==> src/rtl/lab_pkg.sv <==
// -----------------------------------------------------------------
// lab_pkg: shared FSM state encoding and limits. Rev 1.0
// -----------------------------------------------------------------
`default_nettype none

package lab_pkg;

  typedef enum logic [1:0] {
    IDLE = 2'd0,
    RUN  = 2'd1,
    DONE = 2'd2
  } state_e;

  localparam int WIDTH_MAX = 32;

endpackage

`default_nettype wire

==> src/rtl/full_sub.sv <==
// -----------------------------------------------------------------
// full_sub: one-bit full-subtractor cell, d = a - b - bi. Rev 1.0
// -----------------------------------------------------------------
`default_nettype none

module full_sub (
  input  logic a,
  input  logic b,
  input  logic bi,
  output logic d,
  output logic bo
);

  assign d  = a ^ b ^ bi;
  assign bo = (~a & b) | (~a & bi) | (b & bi);

endmodule

`default_nettype wire

==> src/rtl/serial_sub.sv <==
// -----------------------------------------------------------------
// serial_sub: bit-serial two's-complement a - b, LSB first. Rev 1.0
// -----------------------------------------------------------------
`default_nettype none

module serial_sub
  import lab_pkg::*;
#(
  parameter int WIDTH = 8
) (
  input  logic             clk,
  input  logic             reset,
  input  logic             start,
  input  logic [WIDTH-1:0] a,
  input  logic [WIDTH-1:0] b,
  output logic             busy,
  output logic             done,
  output logic [WIDTH-1:0] diff,
  output logic             bo,
  output logic             ovf
);

  localparam int               CNT_W    = $clog2(WIDTH);
  localparam logic [CNT_W-1:0] CNT_LAST = CNT_W'(WIDTH - 1);

  state_e             state_q, state_d;
  logic [CNT_W-1:0]   cnt_q, cnt_d;
  logic [WIDTH-1:0]   a_sh_q, a_sh_d;
  logic [WIDTH-1:0]   b_sh_q, b_sh_d;
  logic [WIDTH-1:0]   res_q, res_d;
  logic               br_q, br_d;
  logic               bo_q, bo_d;
  logic               ovf_q, ovf_d;
  logic               busy_q, busy_d;
  logic               done_q, done_d;
  logic               cell_d, cell_bo;

  full_sub u_cell (
    .a  (a_sh_q[0]),
    .b  (b_sh_q[0]),
    .bi (br_q),
    .d  (cell_d),
    .bo (cell_bo)
  );

  always_comb begin
    state_d = state_q;
    cnt_d   = cnt_q;
    a_sh_d  = a_sh_q;
    b_sh_d  = b_sh_q;
    res_d   = res_q;
    br_d    = br_q;
    bo_d    = bo_q;
    ovf_d   = ovf_q;
    case (state_q)
      IDLE: begin
        if (start) begin
          a_sh_d  = a;
          b_sh_d  = b;
          cnt_d   = '0;
          br_d    = 1'b0;
          res_d   = '0;
          bo_d    = 1'b0;
          ovf_d   = 1'b0;
          state_d = RUN;
        end
      end
      RUN: begin
        res_d  = {cell_d, res_q[WIDTH-1:1]};
        a_sh_d = a_sh_q >> 1;
        b_sh_d = b_sh_q >> 1;
        br_d   = cell_bo;
        cnt_d  = cnt_q + 1'b1;
        if (cnt_q == CNT_LAST) begin
          // Overflow is the mismatch between borrow into and out of the sign bit.
          bo_d    = cell_bo;
          ovf_d   = br_q ^ cell_bo;
          state_d = DONE;
        end
      end
      DONE:    state_d = IDLE;
      default: state_d = IDLE;
    endcase
    busy_d = (state_d != IDLE);
    done_d = (state_d == DONE);
  end

  always_ff @(posedge clk) begin
    if (reset) begin
      state_q <= IDLE;
      cnt_q   <= '0;
      a_sh_q  <= '0;
      b_sh_q  <= '0;
      res_q   <= '0;
      br_q    <= 1'b0;
      bo_q    <= 1'b0;
      ovf_q   <= 1'b0;
      busy_q  <= 1'b0;
      done_q  <= 1'b0;
    end else begin
      state_q <= state_d;
      cnt_q   <= cnt_d;
      a_sh_q  <= a_sh_d;
      b_sh_q  <= b_sh_d;
      res_q   <= res_d;
      br_q    <= br_d;
      bo_q    <= bo_d;
      ovf_q   <= ovf_d;
      busy_q  <= busy_d;
      done_q  <= done_d;
    end
  end

  always_ff @(posedge clk) begin
    assert (WIDTH >= 2 && WIDTH <= WIDTH_MAX);
  end

  assign busy = busy_q;
  assign done = done_q;
  assign diff = res_q;
  assign bo   = bo_q;
  assign ovf  = ovf_q;

endmodule

`default_nettype wire

==> config.mk <==
export PLATFORM = sky130hd
export DESIGN_NAME = serial_sub
export DESIGN_NICKNAME = d
export VERILOG_FILES = /design/src/rtl/lab_pkg.sv /design/src/rtl/full_sub.sv /design/src/rtl/serial_sub.sv
export SDC_FILE = /design/constraint.sdc
export NUM_CORES = 1
export LEC_CHECK = 0
export BUFFER_PORTS_ARGS = -buffer_cell sky130_fd_sc_hd__clkbuf_2
export CORE_MARGIN = 2
export CORE_UTILIZATION = 40
export DETAILED_ROUTE_END_ITERATION = 10
export PLACE_DENSITY = 0.65
export SYNTH_ARGS = -nofsm -noshare
export SYNTH_HDL_FRONTEND = slang
export SYNTH_SLANG_ARGS = --single-unit
==> constraint.sdc <==
create_clock -name clk -period 3.7 [get_ports clk]
set_input_delay 0.555 -clock clk [delete_from_list [all_inputs] [get_ports clk]]
set_output_delay 0.555 -clock clk [all_outputs]
set_load 0.05 [all_outputs]
==> out/metrics.yaml <==
status:
  status: "finished, final reports clean"
clocking:
  cts-htree-levels: 2
  clock_path_buffers: 2
  root_buffer: "clkbuf_4"
  cts_buffers: 5
  cts_repair_resize_count: 0
  cts.clk_slew.worst_paths_ns: 0.11
  clkLatencyLatePin_ns: 0.35
  cts_tree: "built"
  ctsHoldBuffers: 0
  clock_sinks: 34
  post_cts.repair.setup_buffers: 0
sta:
  worst_slack_ns: 1.82
  relSlewSlack_pct: 24.3
  max_clock_freq_mhz: 532
  fin_skew_ns: 0.0157
  final.setup.tns_ns: 0
  setup-violations-final: 0
  finalHoldViolCount: 0
  finalCriticalPeriod_ns: 1.88
  slew_violations: 0
  period_share_pct: 50.8
  max_slew.worst_pin.slew_ns: 1.14
  grt_setup_unrepaired: "no"
detailed_routing:
  vias: 1188
  wl_per_cell_um: 13.0
  drt_first_pass_iters: 4
  ant_nets: 0
  route.detailed.drc: 0
  drt_iter0_markers: 81
  vias_per_cell: 5.26
  wl_um: 2930
pwr:
  ir_drop_v: 0.000179
  power_leakage_uw: 0.000672
  p_total_uw: 703
  power_per_cell_area_nw_per_um2: 444
die:
  initial_utilization_pct: 41.6
  rows: 21
  ioPinCount: 31
  dieArea_um2: 3960
  core_area_um2: 3340
  die_y_um: 62.9
  die-width_um: 62.9
finish:
  layout-drive-gt1-share_pct: 22.8
  postLayoutCellArea_um2: 1580
  antenna_cells: 0
  layout.cells.non_filler: 226
  areaGrowthSynthToFinish_pct: 14.1
  nNetsFinal: 201
synthesis:
  synth_top_area_share_pct: 49.0
  synth_seq_cells: 34
  syn_area_um2: 1390
  async_reset_ff_share_pct: 0
  ys_seq_area_share_pct: 49.0
  yosys.cell_count.top_type: "dfxtp_1"
  synth_nets: 178
  synth_commonest_cells: "34 x dfxtp_1, 28 x nor2_1, 16 x a21oi_1, 15 x nand2_1, 13 x a211oi_1"
  synth_warnings: 0
  yosys.area.top_type: "dfxtp_1"
  yosysUniqueCellTypes: 26
  synth_edf_count: 0
  synth_top_flop_cell: "dfxtp_1"
  yosys-top-cells-area: "dfxtp_1 49%, nor2_1 7.6%, a211oi_1 7.0%, a22oi_1 6.5%, a21oi_1 5.8%"
  syn_avg_cell_area_um2: 8.90
  synthCells: 156
place:
  io_buffer_count: 30
  dpl.cell_count: 218
  placedInstanceArea_um2: 1520
  dp_worst_setup_slack_ns: 1.57
  hpwl_um: 1930
  routabilityCongestion: 0.723
critical_path:
  crit_start: "state_q[0]"
  cp-start-kind: "flip-flop"
  cp_top_family: "compound AO/OA/AOI/OAI gates"
  cp_slowest_cell: "o21bai_2"
  crit_path_max_fanout: 30
  timing_worst_setup_path_type: "reg2reg"
  worstReg2RegStart: "state_q[0]"
  crit_buf_inv: 0
  cp.arrival_ns: 2.15
  critical-path-max-stage-delay_ns: 0.92
  endpoint_kind: "flip-flop"
  cp.required_ns: 3.97
  path_cells: "o21bai_2 > a21oi_1 > a211oi_1"
global_routing:
  gr-total-overflow: 0
  antenna_found_initial: 0
  grt_pass1_wl_um: 4870
  grt_pass1_vias: 1136
  grt_max_degree: 35
  grt_usage_pct: 16.2
hold_path:
  hp-start: "a[2]"
  hp-class: "in2reg"
flow_run:
  maxCapViolCount: 0
==> cell usage in the layout (no fill, tap or decap), drive strengths merged <==
cell	netlist	layout
inv	2	2
a211oi	13	13
fa	1	1
clkbuf	5	37
or4	1	1
nand2	15	15
a2bb2oi	1	1
o21ba	1	1
ha	2	2
nor2	28	28
o21bai	1	1
clkinv	0	1
nand2b	1	1
o21ai	2	2
mux2i	3	3
a22oi	12	12
a221oi	1	1
nor2b	1	1
nor3b	1	1
xnor2	1	1
a21oi	16	16
buf	10	1
dfxtp	34	34
nand4b	1	1
nor3	3	3
==> stage by stage <==
stage / hold slack (ns) / util [%]
after floorplan: 0.471 / -
after global placement: 0.460 / 45.7
after detailed placement: 0.489 / 45.7
after CTS: 0.414 / 47.5
after global routing: 0.402 / 47.5
final: 0.418 / 47.5
==> flip-flops by register name, indices dropped and copies added (netlist names) <==
signal and flops:
busy 1, b_sh_q 8, bo 1, state_q 2, cnt_q 3, done 1
diff 8, a_sh_q 8, br_q 1, ovf 1
==> layer usage <==
layer  GRT usage (%)  share of wire [%]
met2            26.5                 50
met3            7.57                4.9
met5               0                  0
met1            17.3                 43
met4            8.89                1.6
==> path summary, 6_finish.rpt <==
kind / cells after the start / end / slack (ns)
setup reg to reg: 3 / a_sh_q[6] / 1.82
hold / removal: 3 / a_sh_q[2] / 0.42
setup / recovery: 3 / a_sh_q[6] / 1.82
hold reg to reg: 2 / ovf / 0.50
==> cell families after synthesis <==
| family | count (synthesis) | synth area share [%] |
|---|---|---|
| xor+xnor | 1 | 0.631 |
| fa+ha+maj | 3 | 3.24 |
| buf+inv | 17 | 6.58 |
| simple gates | 51 | 15.9 |
| flops | 34 | 49.0 |
| mux | 3 | 2.16 |
| compound gates | 47 | 22.5 |
==> worst reg2reg max path: cells and delay by family (launching register included) <==
family	cells	cell delay (ns)
flip-flops	1	0.44
AO/OA/AOI/OAI	3	1.37
==> cell type report <==
| class | instances | area (um^2) |
|---|---|---|
| clock inverter | 1 | 5.00 |
| inverter | 2 | 7.51 |
| tap | 46 | 57.6 |
| fill | 351 | 1750 |
| sequential | 34 | 681 |
| multi-input combinational | 105 | 621 |
| clock buffer | 7 | 55.1 |
| timing repair buffer | 31 | 158 |
==> where the power goes <==
part	total, uW	internal (uW)	switching (uW)
combinational	87.2	33.9	53.3
sequential	397	385	12.2
clock	219	92.0	127
total	703	510	192
No activity file was read; power rests on OpenSTA's default activity.
